### src/rtl/sigmoid_eval_ctrl.sv
// Sequencer for one stochastic sigmoid datapath: clears it, streams an LFSR-compared
// bitstream into it, and counts output ones over a fixed window.
module sigmoid_eval_ctrl #(
    parameter int unsigned WIDTH        = 8,
    parameter int unsigned STREAM_LEN   = 255,
    parameter int unsigned WARMUP       = 16,
    parameter int unsigned CLEAR_CYCLES = 2,
    parameter int unsigned LFSR_SEED    = 1,
    localparam int unsigned CW          = $clog2(STREAM_LEN + 1)
) (
    input  logic             clk,
    input  logic             rst,
    input  logic             in_valid,
    output logic             in_ready,
    input  logic [WIDTH-1:0] in_value,
    output logic             out_valid,
    input  logic             out_ready,
    output logic [CW-1:0]    out_count,
    output logic             busy,
    output logic             dp_n_rst,
    output logic             dp_x,
    input  logic             dp_y
);

    localparam int unsigned PMAX0 = (CLEAR_CYCLES > WARMUP) ? CLEAR_CYCLES : WARMUP;
    localparam int unsigned PMAX  = (PMAX0 > STREAM_LEN) ? PMAX0 : STREAM_LEN;
    localparam int unsigned PW    = $clog2(PMAX + 1);
    localparam logic [WIDTH-1:0] SEED = WIDTH'(LFSR_SEED);
    // Feedback taps: x^8+x^6+x^5+x^4+1 or x^16+x^14+x^13+x^11+1
    localparam logic [WIDTH-1:0] TAPS = (WIDTH == 16) ? WIDTH'(32'h0000_B400)
                                                      : WIDTH'(32'h0000_00B8);

    if (!(WIDTH == 8 || WIDTH == 16)) begin : g_bad_width
        $error("sigmoid_eval_ctrl: WIDTH must be 8 or 16");
    end
    if (SEED == '0) begin : g_bad_seed
        $error("sigmoid_eval_ctrl: LFSR_SEED must be nonzero");
    end
    if (STREAM_LEN < 1 || CLEAR_CYCLES < 1) begin : g_bad_len
        $error("sigmoid_eval_ctrl: STREAM_LEN and CLEAR_CYCLES must be >= 1");
    end

    typedef enum logic [2:0] {
        S_CLEAR,
        S_IDLE,
        S_WARMUP,
        S_RUN,
        S_DONE
    } state_t;

    state_t           state;
    logic [PW-1:0]    phase;
    logic             boot;
    logic [WIDTH-1:0] lfsr;
    logic [WIDTH-1:0] value;
    logic [WIDTH-1:0] lfsr_nxt;

    always_comb lfsr_nxt = {lfsr[WIDTH-2:0], ^(lfsr & TAPS)};

    always_ff @(posedge clk or posedge rst) begin
        if (rst) begin
            state     <= S_CLEAR;
            phase     <= '0;
            boot      <= 1'b1;
            lfsr      <= SEED;
            value     <= '0;
            in_ready  <= 1'b0;
            out_valid <= 1'b0;
            out_count <= '0;
            busy      <= 1'b1;
            dp_n_rst  <= 1'b0;
            dp_x      <= 1'b0;
        end else begin
            case (state)
                S_CLEAR: begin
                    if (phase == PW'(CLEAR_CYCLES - 1)) begin
                        phase    <= '0;
                        dp_n_rst <= 1'b1;
                        if (boot) begin
                            // First clear after reset parks in IDLE instead of streaming
                            boot     <= 1'b0;
                            state    <= S_IDLE;
                            in_ready <= 1'b1;
                            busy     <= 1'b0;
                        end else begin
                            state <= (WARMUP == 0) ? S_RUN : S_WARMUP;
                            dp_x  <= (lfsr < value);
                        end
                    end else begin
                        phase <= phase + PW'(1);
                    end
                end
                S_IDLE: begin
                    if (in_valid) begin
                        value     <= in_value;
                        lfsr      <= SEED;
                        out_count <= '0;
                        state     <= S_CLEAR;
                        in_ready  <= 1'b0;
                        busy      <= 1'b1;
                        dp_n_rst  <= 1'b0;
                    end
                end
                S_WARMUP: begin
                    lfsr <= lfsr_nxt;
                    dp_x <= (lfsr_nxt < value);
                    if (phase == PW'(WARMUP - 1)) begin
                        phase <= '0;
                        state <= S_RUN;
                    end else begin
                        phase <= phase + PW'(1);
                    end
                end
                S_RUN: begin
                    out_count <= out_count + CW'(dp_y);
                    if (phase == PW'(STREAM_LEN - 1)) begin
                        phase     <= '0;
                        state     <= S_DONE;
                        dp_x      <= 1'b0;
                        out_valid <= 1'b1;
                    end else begin
                        phase <= phase + PW'(1);
                        lfsr  <= lfsr_nxt;
                        dp_x  <= (lfsr_nxt < value);
                    end
                end
                S_DONE: begin
                    if (out_ready) begin
                        out_valid <= 1'b0;
                        state     <= S_IDLE;
                        in_ready  <= 1'b1;
                        busy      <= 1'b0;
                    end
                end
                default: begin
                    state     <= S_CLEAR;
                    phase     <= '0;
                    in_ready  <= 1'b0;
                    out_valid <= 1'b0;
                    busy      <= 1'b1;
                    dp_n_rst  <= 1'b0;
                    dp_x      <= 1'b0;
                end
            endcase
        end
    end

endmodule

### config.mk
export PLATFORM = sky130hd
export DESIGN_NAME = sigmoid_eval_ctrl
export DESIGN_NICKNAME = d
export VERILOG_FILES = /design/src/rtl/sigmoid_eval_ctrl.sv
export SDC_FILE = /design/constraint.sdc
export NUM_CORES = 1
export LEC_CHECK = 0
export BUFFER_PORTS_ARGS = -buffer_cell sky130_fd_sc_hd__buf_4
export CORE_MARGIN = 2
export CORE_UTILIZATION = 60
export CTS_CLUSTER_DIAMETER = 40
export DETAILED_ROUTE_END_ITERATION = 8
export GPL_TIMING_DRIVEN = 0
export PLACE_DENSITY_LB_ADDON = 0.05
export SYNTH_ARGS = -nofsm -noshare
export SYNTH_HDL_FRONTEND = slang
export SYNTH_SLANG_ARGS = --single-unit
### constraint.sdc
create_clock -name clk -period 4.7 [get_ports clk]
set_clock_uncertainty 0.05 [all_clocks]
set_input_delay 0.47 -clock clk [delete_from_list [all_inputs] [get_ports clk]]
set_output_delay 0.47 -clock clk [all_outputs]
set_load 0.05 [all_outputs]
==> run metrics <==
DRC viols=0; final HPWL from detailed placement=roughly 3800 µm; ys flop type=dfrtp_1; die area=~0.0045 mm²; Die X=~67 µm; largest net degree at the start of global routing=42; Peak VDD IR=a little under 0.4 mV; Seq cells post-synth=41; period utilisation layout=between 40% and 50%; Worst Tran Pin Value=between 0.8 and 0.9 ns; Post-Synthesis Cells=250; CTS tree=done; Post-synth top cells=dfrtp_1, nand2_1, o21ai_0, ha_1, nor2_1; CP startpoint=phase[1]; row count=22; nets@finish=approximately 310; Antenna Violating Nets Remaining=0; share of post-route cells with drive strength above 1=20.8%; Ys Warns=0; outcome=completed; worst path arrival time=approximately 2.1 ns; Max Cap Viol=0; crit-path cells=inv_1, ha_1, nor3b_1, a211oi_4, o21ba_4, o21ai_1, a21o_1; Power Total=between 1.5 and 2 mW; Die H=just under 70 µm; Tot GR Track Use=26.4%; Avg WL per Cell=about 15 µm; f_max=0.504 GHz; via-per-instance ratio=about 5.9; Final Hold Fails=0; number of enable flip-flop cells after synthesis=0; CORE AREA=0.00374 mm²; Hold WC Path Type=input pin to async pin; reg2reg path depth=7; R2R setup slack=2.72 ns; asr flop ratio synth=100%; crit path to=phase[2]; sequential fraction of the synthesis area=between 40 and 50%; worst r2r src=phase[1]; Crit-path slowest cell=nor3b_1; initial antenna violation count=0; DR pass1 iterations=4; Setup-failing EPs final=0; area delta synth->final=14.5%; ANT cells=0; H-tree levels=2; syn_area_per_cell=about 9.6 µm²; final wirelength=slightly above 5000 µm; CP endpoint kind=flip-flop; post-synth top area cell=dfrtp_1; CP max FO=5; I/O Buffers=25; Reg clk slew, reported paths=roughly 0.080 ns; clk sinks=approximately 40; crit path kind=flip-flop to flip-flop; grt ovf=0; Critical Path Source Type=flip-flop; Initial Util=between 60 and 70%; Reg-to-Reg End=phase[2]; pwr dens=slightly below 600 mW/mm²; distinct cell type count after synthesis=49; RePlAce Congestion=roughly 0.9; postcts setup bufs=0; Root Driver=clkbuf_8; syn nets=between 200 and 300; WHS=roughly 0.3 ns; I/O Pins=26; Slew Limit Headroom=around 43%; crit path time final=between 1.5 and 2 ns; vias in the first global route=about 1.9k; post-synth top area share=39.6%; synthesized area=0.00240 mm²; Clock Latency Late Sink=slightly below 0.3 ns; Setup TNS=0 ns; TritonCTS Buffers=5; first-pass GRT wire length=8870 µm; initial DRC count=approximately 200; cell with the most instances after synthesis=dfrtp_1; vias=approximately 2.0k; CP required=between 4 and 5 ns; number of slew-limit violations in the final report=0; Synth area leaders=dfrtp_1, ha_1, o21ai_0; CTS Hold Bufs=0; post-cts resize count=0; deepest clock path buffer count=2; max incr delay on CP=0.51 ns; leakage power=1.26 nW; RSZ-0062 raised after global routing=no
-- routing by layer --
| metal | part of all wire, % | up-vias | track usage (%) |
|---|---|---|---|
| met2 | 48 | 41 | 42.0 |
| met5 | 0 | - | 0 |
| met1 | 47 | 945 | 36.8 |
| li1 | - | 970 | - |
| met3 | 4.0 | 7 | 4.17 |
| met4 | 1.2 | 0 | 9.18 |
-- through the flow --
stage	cells	util, %	setup slack, ns	cell area, µm²
final	331	73.5	2.72	2750
after global routing	331	73.5	2.55	2750
after CTS	331	73.5	2.70	2750
after detailed placement	323	70.8	2.74	2650
after global placement	323	70.8	2.67	2650
after floorplan	250	-	2.91	2400
-- power by group --
| group | internal [mW] | total, mW | switching [mW] |
|---|---|---|---|
| logic | 0.331 | 0.751 | 0.419 |
| registers | 0.490 | 0.625 | 0.136 |
| clock network | 0.133 | 0.253 | 0.120 |
| total | 0.954 | 1.63 | 0.676 |
-- worst min-delay path by stage --
stage / endpoint / cells after the start
detailed placement: out_count[7] / 1
global placement: out_count[7] / 1
CTS: value[2] / 3
global route: value[0] / 3
floorplan: boot / 2
finish: state[2] / 2
-- cells by family (layout without fill, tap and decap cells) --
| group | count (synthesis) | count (layout) | share of synthesized area (%) |
|---|---|---|---|
| buffers and inverters | 22 | 55 | 3.85 |
| adder cells (fa/ha/maj) | 19 | 19 | 9.90 |
| flip-flops | 41 | 41 | 42.9 |
| multiplexers | 6 | 6 | 2.55 |
| XOR/XNOR | 6 | 6 | 2.19 |
| AO/OA/AOI/OAI | 67 | 67 | 18.5 |
| AND/OR/NAND/NOR | 89 | 89 | 20.2 |
-- critical path: cells and delay by family (launching register included) --
kind,cells,cell delay [ns]
buf+inv,1,0.08
simple gates,1,0.51
flops,1,0.41
compound gates,4,0.69
fa+ha+maj,1,0.14
-- layout make-up --
| class | count | area (µm²) |
|---|---|---|
| well taps | 48 | 60.1 |
| inverters | 13 | 48.8 |
| repair buffers | 25 | 188 |
| fillers | 302 | 992 |
| flip-flops and latches | 41 | 1030 |
| clock inverters | 1 | 5.00 |
| multi-input cells | 187 | 1280 |
| clock buffers | 7 | 96.3 |
| plain buffers | 9 | 43.8 |
-- placed cells by master (no fill, tap or decap), drive strengths merged, types with 6 or more instances in the layout --
cell,Yosys,routed
a21oi,13,13
a31o,7,7
buf,6,31
clkbuf,3,10
dfrtp,38,38
ha,19,19
inv,13,13
nand2,22,22
nand3,8,8
nor2,17,17
nor2b,10,10
nor3,6,6
o21ai,25,25
xnor2,6,6
-- flip-flops by register name (all words and copies together), names as in the netlist --
| register | flops |
|---|---|
| busy | 1 |
| value | 8 |
| in_ready | 1 |
| dp_n_rst | 1 |
| out_valid | 1 |
| boot | 1 |
| phase | 8 |
| out_count | 8 |
| state | 3 |
| lfsr | 8 |
| dp_x | 1 |
Power figures use the tool's default switching activity.
